## config.mk

```make
export PLATFORM = sky130hd
export DESIGN_NAME = dmem_port_arbiter
export DESIGN_NICKNAME = d
export VERILOG_FILES = /design/src/rtl/dmem_port_arbiter.sv
export SDC_FILE = /design/constraint.sdc
export NUM_CORES = 1
export LEC_CHECK = 0
export ABC_AREA = 0
export ABC_CLOCK_PERIOD_IN_PS = 2100
export BUFFER_PORTS_ARGS = -buffer_cell sky130_fd_sc_hd__buf_2
export CAP_MARGIN = 5
export CELL_PAD_IN_SITES_DETAIL_PLACEMENT = 0
export CELL_PAD_IN_SITES_GLOBAL_PLACEMENT = 2
export CORE_ASPECT_RATIO = 1.1
export CORE_MARGIN = 5
export CORE_UTILIZATION = 25
export DETAILED_ROUTE_END_ITERATION = 12
export PLACE_DENSITY = 0.75
export SYNTH_ARGS = -nofsm -noshare
export SYNTH_HDL_FRONTEND = slang
export SYNTH_SLANG_ARGS = --single-unit
```

## constraint.sdc

```tcl
create_clock -name clk -period 2.1 [get_ports clk]
set_clock_uncertainty 0.15 [all_clocks]
set_input_delay 0.315 -clock clk [delete_from_list [all_inputs] [get_ports clk]]
set_output_delay 0.315 -clock clk [all_outputs]
set_load 0.1 [all_outputs]
```

## src/rtl/dmem_port_arbiter.sv

```systemverilog
// dmem_port_arbiter
//   Shares BRAM port B between the CPU FSM data path (read/write, fixed
//   priority) and the debug memory viewer (read-only). A starvation counter
//   forces one viewer slot after STARVE_LIMIT consecutive denied cycles.
//   Read results are tagged for the BRAM's 1-cycle read latency, so each one
//   returns to the requester that issued it.
//
// Ports
//   clk, rst                  clock, synchronous active-high reset
//   cpu_req/we/addr/din       CPU access request (one cycle per access)
//   cpu_gnt                   CPU access issued this cycle (combinational)
//   cpu_rvalid/cpu_rdata      CPU read return; rdata holds the last read
//   dbg_req/dbg_addr          viewer read request, held until granted
//   dbg_gnt                   viewer access issued this cycle (combinational)
//   dbg_rvalid/dbg_rdata      viewer read return; rdata holds the last read
//   mem_en/we/addr/din        BRAM port B drive
//   mem_dout                  BRAM port B read data (cycle after the read)
//   conflict_cnt              saturating count of cycles with both requesting
module dmem_port_arbiter #(
  parameter int ADDR_WIDTH   = 9,
  parameter int DATA_WIDTH   = 16,
  parameter int STARVE_LIMIT = 4
) (
  input  logic                  clk,
  input  logic                  rst,
  input  logic                  cpu_req,
  input  logic                  cpu_we,
  input  logic [ADDR_WIDTH-1:0] cpu_addr,
  input  logic [DATA_WIDTH-1:0] cpu_din,
  output logic                  cpu_gnt,
  output logic                  cpu_rvalid,
  output logic [DATA_WIDTH-1:0] cpu_rdata,
  input  logic                  dbg_req,
  input  logic [ADDR_WIDTH-1:0] dbg_addr,
  output logic                  dbg_gnt,
  output logic                  dbg_rvalid,
  output logic [DATA_WIDTH-1:0] dbg_rdata,
  output logic                  mem_en,
  output logic                  mem_we,
  output logic [ADDR_WIDTH-1:0] mem_addr,
  output logic [DATA_WIDTH-1:0] mem_din,
  input  logic [DATA_WIDTH-1:0] mem_dout,
  output logic [15:0]           conflict_cnt
);

  localparam logic [3:0] STARVE_MAX = 4'(STARVE_LIMIT);

  logic                  rd_cpu_q, rd_cpu_d;
  logic                  rd_dbg_q, rd_dbg_d;
  logic [DATA_WIDTH-1:0] cpu_hold_q, cpu_hold_d;
  logic [DATA_WIDTH-1:0] dbg_hold_q, dbg_hold_d;
  logic [3:0]            starve_q, starve_d;
  logic [15:0]           conflict_q, conflict_d;
  logic                  dbg_force;

  // Arbitration and port drive. Grants and read-valids are masked by rst so
  // nothing reaches the BRAM or the requesters while reset is held.
  always_comb begin
    dbg_force  = dbg_req & (starve_q == STARVE_MAX);
    cpu_gnt    = ~rst & cpu_req & ~dbg_force;
    dbg_gnt    = ~rst & dbg_req & ~cpu_gnt;

    mem_en     = cpu_gnt | dbg_gnt;
    mem_we     = cpu_gnt & cpu_we;
    mem_addr   = cpu_gnt ? cpu_addr : dbg_addr;
    mem_din    = cpu_din;

    cpu_rvalid = rd_cpu_q & ~rst;
    dbg_rvalid = rd_dbg_q & ~rst;
    // Pass-through in the return cycle, otherwise keep showing the last read.
    cpu_rdata  = cpu_rvalid ? mem_dout : cpu_hold_q;
    dbg_rdata  = dbg_rvalid ? mem_dout : dbg_hold_q;

    conflict_cnt = conflict_q;
  end

  // Next-state logic.
  always_comb begin
    rd_cpu_d   = cpu_gnt & ~cpu_we;
    rd_dbg_d   = dbg_gnt;
    cpu_hold_d = cpu_rvalid ? mem_dout : cpu_hold_q;
    dbg_hold_d = dbg_rvalid ? mem_dout : dbg_hold_q;

    starve_d = 4'd0;
    if (dbg_req && !dbg_gnt) begin
      starve_d = (starve_q == STARVE_MAX) ? starve_q : starve_q + 4'd1;
    end

    conflict_d = conflict_q;
    if (cpu_req && dbg_req && (conflict_q != 16'hFFFF)) begin
      conflict_d = conflict_q + 16'd1;
    end
  end

  always_ff @(posedge clk) begin
    if (rst) begin
      rd_cpu_q   <= 1'b0;
      rd_dbg_q   <= 1'b0;
      cpu_hold_q <= '0;
      dbg_hold_q <= '0;
      starve_q   <= 4'd0;
      conflict_q <= 16'd0;
    end else begin
      rd_cpu_q   <= rd_cpu_d;
      rd_dbg_q   <= rd_dbg_d;
      cpu_hold_q <= cpu_hold_d;
      dbg_hold_q <= dbg_hold_d;
      starve_q   <= starve_d;
      conflict_q <= conflict_d;
    end
  end

endmodule

```

# Word level (Yosys, flattened, before mapping)
# Cells that the tools add are included.
# Widths: inputs -> output; s select.
[word_totals] regBits=54 latch_bits=0 mem_bits_rw=0 romBits=0 output_inout_bits=79 word_cells=33 memories=0
[op_classes] add_sub_neg=2 multipliers=0 div_mod_pow=0 n_lt_le_gt_ge=0 eq_ne=2 shifts=0 muxes=3 bitwise=15 n_reduce_logical=5
[ops] cell="$mux 16" count=2
[ops] cell="$add 16x1->16 const B" count=1
[ops] cell="$ne 16x16->1 const B" count=1
[ops] cell="$and 1x1->1" count=9
[ops] cell="$mux 9" count=1
[ops] cell="$not 1->1" count=5
[ops] cell="$add 4x1->4 const B" count=1
[ops] cell="$eq 4x3->1 const B" count=1
[ops] cell="$logic_and 1x1->1" count=3
[ops] cell="$reduce_or 2->1" count=1
[ops] cell="$logic_not 1->1" count=1
[ops] cell="$or 1x1->1" count=1

# Logic depth before layout (Yosys ltp)
[depth] ltp_word=10 ltp_mapped=7 mapped_depth_nobuf=6

# Least setup slack after synthesis
# No wires, ideal clock.
[synth_timing] path_kind="reg-to-output" startpoint="register starve_q[0]" endpoint="output dbg_gnt" arrival_ns=2.975 required_ns=1.635 slack_ns=-1.340 stages_incl_launch_ff=6 path_cell_list="dfxtp_1 > inv_1 > ha_1 > and3b_1 > nor2b_1 > nor3b_1"
[synth_between] elab_chain_cells=6
[synth_lines] item="start, declared" line="52" text="logic [3:0] starve_q, starve_d;"
[synth_lines] item="start signal, assigned" line="108" text="starve_q <= starve_d;"
[synth_lines] item="$eq 4x3->1" line="59" text="dbg_force = dbg_req & (starve_q == STARVE_MAX);"
[synth_lines] item="$and 1x1->1" line="59"
[synth_lines] item="$not 1->1" line="60" text="cpu_gnt = ~rst & cpu_req & ~dbg_force;"
[synth_lines] item="$and 1x1->1" line="60"
[synth_lines] item="$not 1->1" line="61" text="dbg_gnt = ~rst & dbg_req & ~cpu_gnt;"
[synth_lines] item="$and 1x1->1" line="61"
[synth_lines] item="end, declared" line="35" text="output logic dbg_gnt,"
# Every way passes these cells.

# Worst setup path after layout
[layout_timing] startpoint="register starve_q[1]" endpoint="output mem_addr[3]"
[layout_between] elab_chain_cells=5
[layout_lines] item="$eq 4x3->1" line="59"
[layout_lines] item="$and 1x1->1" line="59"
[layout_lines] item="$not 1->1" line="60"
[layout_lines] item="$and 1x1->1" line="60"
[layout_lines] item="$mux 9" line="65" text="mem_addr = cpu_gnt ? cpu_addr : dbg_addr;"
[layout_lines] item="end, declared" line="40" text="output logic [ADDR_WIDTH-1:0] mem_addr,"
# Every way passes these cells.

==> impl_summary.md <==
Run status
The run finished, with violations left. The checks that failed: negative setup slack.

Synth
The number of synthesized register bits is 54. After technology mapping, the gate count stands at 264. The mapped netlist covers 2600 um^2. During synthesis, Yosys emitted a total of 0 warnings. The per-instance average area after synthesis is 9.86 um^2. The net count after synthesis is 322. The synthesized netlist contains 40 unique library cells. Of the synthesized area, sequential elements account for 0.415.

Die
The die extent in x is 107 um. For this configuration, the core starts out at a cell density of 0.253. The die covers 12600 um^2.

The die extent in y is 117 um. The placement row count is 39. The number of ports placed on the die boundary is 134. The floorplan step defined a core boundary enclosing 10300 um^2.

Cells and area
The filler cell count is 1035. At the end of the flow, the number of nets in the layout was 411. The area overhead of the layout relative to synthesis is 59.4%. Registers take 1120 um^2. Summing all multi-input logic gate instances after layout gives 1360 um^2. At the end of the flow the core is filled with cells to 0.403.

The number of diodes is 0. After the flow finishes, the layout carries non-filler instances totaling 497. In the final layout, the share of cells above drive strength 1 is 0.542.

Global route
The number of global-route vias before repair came to 2282. The initial antenna violation count came to 0. The maximum number of pins on one net before global-route repair is 34.

The global-route wire length before repair is 10.9 mm. The overflow left after global routing is 0. The global-route usage over all layers is 0.108.

Pwr
The overall power is 2.62 mW. The power density of the placed cells is 630 nW/um^2. VDD sags by at most 0.000276 V. The leakage power total is 1.74 nW.

Clock tree
The CTS root buffer is clkbuf_16. The total CTS buffers is 5. For this design, the sink count on the clock tree is 54. At the later pin of the worst-skew pair, clock insertion delay measures 0.29 ns. The CTS H-tree depth is 2.

The longest clock path from root to sink contains 2 buffers. TritonCTS built the clock tree. The post-CTS clock slew at the launch and capture registers of the worst setup and hold paths is 0.07 ns.

Worst setup path
The critical path's top delay family is simple AND/OR/NAND/NOR gates. The worst setup path is launched from a flop. The top fanout value on the critical path is 10. For flop-to-flop paths, the worst setup slack is 0.16 ns. The setup path with the least slack is of type flop to output pin.

Counting stages on the worst path, the most repeated cell is buf_12. For the worst setup path, the data required time is 1.63 ns. For this design, the slowest cell found on the critical path is mux2_2. The critical path goes through inv_1, ha_2, and3b_2, nand2_1, nand3b_1, buf_12, mux2_2, buf_12.

Counting both buffers and inverters, the worst setup path holds a total of 3. The worst endpoint data arrival time is 1.91 ns. STA classifies the critical path endpoint as an output pin. The biggest cell delay along the critical path is 0.36 ns.

STA
Setup total negative slack on the finished layout was measured at -2.77 ns. Timing would allow up to 421 MHz. The measured slew at the worst slew-check pin is 0.483 ns. The count of final max-slew check failures is 0. The final critical path time including I/O delays and setup is 2.37 ns.

The final worst slack is -0.275 ns. The final count of hold timing violations is 0. The total of endpoints with negative setup slack in the final report is 11. The share of the cycle needed by the critical path after routing is 1.13. In this run the tightest slew margin relative to its limit is 0.676. Hold timing on the final database bottoms out at a slack of 0.0350 ns. Setup repair after global routing could not meet its margin everywhere.

Placed design
The HPWL after detailed placement is 5.06 mm. During placement, the flow inserted port buffers numbering 101. The number of placed instances, taps included is 488.

The placer's final routability congestion estimate is 0.684.

Drt
The detailed router finished its first iteration with 55 violations. For this block, the routed nets add up to 6.66 mm of wire. The post-detailed-route via-to-cell ratio is 4.39.

For this run, design rule violations remaining after detail routing come to 0. After detailed routing, the average wire length per cell comes to 13.4 um. The antenna violation net count after detailed routing is 0. The number of optimization iterations in the first detailed-route pass is 4. The detailed-route via count is 2182.

Worst hold path
The path class of the tightest hold or removal check is input port to flop.

Flow run
The max capacitance violation total is 0.
## Yosys cell counts (all sizes together)
cell	n	area share
a211oi	1	0.0029
buf	20	0.053
ha	3	0.014
o41ai	2	0.0067
nand3	7	0.013
mux2	45	0.19
nor3b	2	0.0058
or4	2	0.0058
nor3	7	0.013
a41oi	1	0.0034
or4b	1	0.0038
a311oi	1	0.0034
clkbuf	8	0.012
nor2b	40	0.096
nand4	3	0.013
or3	3	0.0091
nand2	7	0.010
nor4	5	0.014
nand3b	1	0.0029
nand2b	4	0.0096
and3b	1	0.0034
o21ai	2	0.0038
o31ai	1	0.0029
nor4b	1	0.0034
a31oi	3	0.0072
and4b	2	0.0077
o211a	1	0.0038
nor2	18	0.027
a21oi	6	0.012
a41o	1	0.0038
and4	1	0.0034
inv	8	0.012
dfxtp	54	0.42
mux2i	2	0.0077
## state kept, by name (all words and copies together), names as in the netlist
signal	cells
conflict_cnt	16
cpu_hold_q	16
dbg_hold_q	16
rd_cpu_q	1
rd_dbg_q	1
starve_q	4
## power by group
part	internal (mW)	switching, mW	total, mW
logic	0.247	0.433	0.680
clock network	0.517	0.379	0.895
registers	1.03	0.00629	1.04
total	1.80	0.818	2.62
## layout make-up
class	count	area share
Clock buffer	7	0.0371
Inverter	8	0.00814
Multi-Input combinational cell	174	0.326
Timing Repair Buffer	110	0.314
Clock inverter	1	0.00151
Sequential cell	54	0.270
Tap cell	143	0.0431
## path summary, 6_finish.rpt
kind | endpoint | depth (start not counted) | startpoint
max | mem_addr[3] | 8 | starve_q[1]
min reg2reg | conflict_cnt[15] | 2 | conflict_cnt[15]
max reg2reg | conflict_cnt[0] | 4 | conflict_cnt[8]
min | rd_cpu_q | 2 | cpu_we
## repair_timing
item	CTS	global route
hold buffers	0	0
resized for setup	2	3
endpoints found under the setup margin	11	12
setup buffers	1	0
pin swaps	1	0
## stage by stage
step	cell area (um^2)	setup slack, ns
3_3_place_gp	3970	0.0217
3_5_place_dp	3970	-0.00683
4_1_cts	4140	-0.305
6_report	4150	-0.275
5_1_grt	4150	-0.364
2_1_floorplan	2680	-0.0737
## placed cells by master (no fill, tap or decap), types with 7 or more instances in the layout
cell and n:
dfxtp_2 11, inv_1 7, nor2b_1 39, dfxtp_1 36, buf_2 55, dfxtp_4 7, nor3_1 7, buf_12 49
nand3_1 7, mux2_2 44, nand2_1 7, nor2_1 15
## per-layer routing
layer  up-vias  track usage  share of wire
met5         -            0              0
met2        60        0.191           0.52
met4         0       0.0384          0.014
met3         5       0.0258          0.050
met1      1038        0.128           0.42
li1       1079            -              -
## logic make-up (layout without fill, tap and decap cells)
group                    Yosys count  count (layout)  share of synthesized area
flip-flops                        54              54                      0.415
AND/OR/NAND/NOR                  105             105                      0.242
buffers and inverters             36             126                     0.0764
adder cells (fa/ha/maj)            3               3                     0.0144
multiplexers                      47              47                      0.202
AO/OA/AOI/OAI                     19              19                     0.0495
Power figures use the tool's default switching activity.
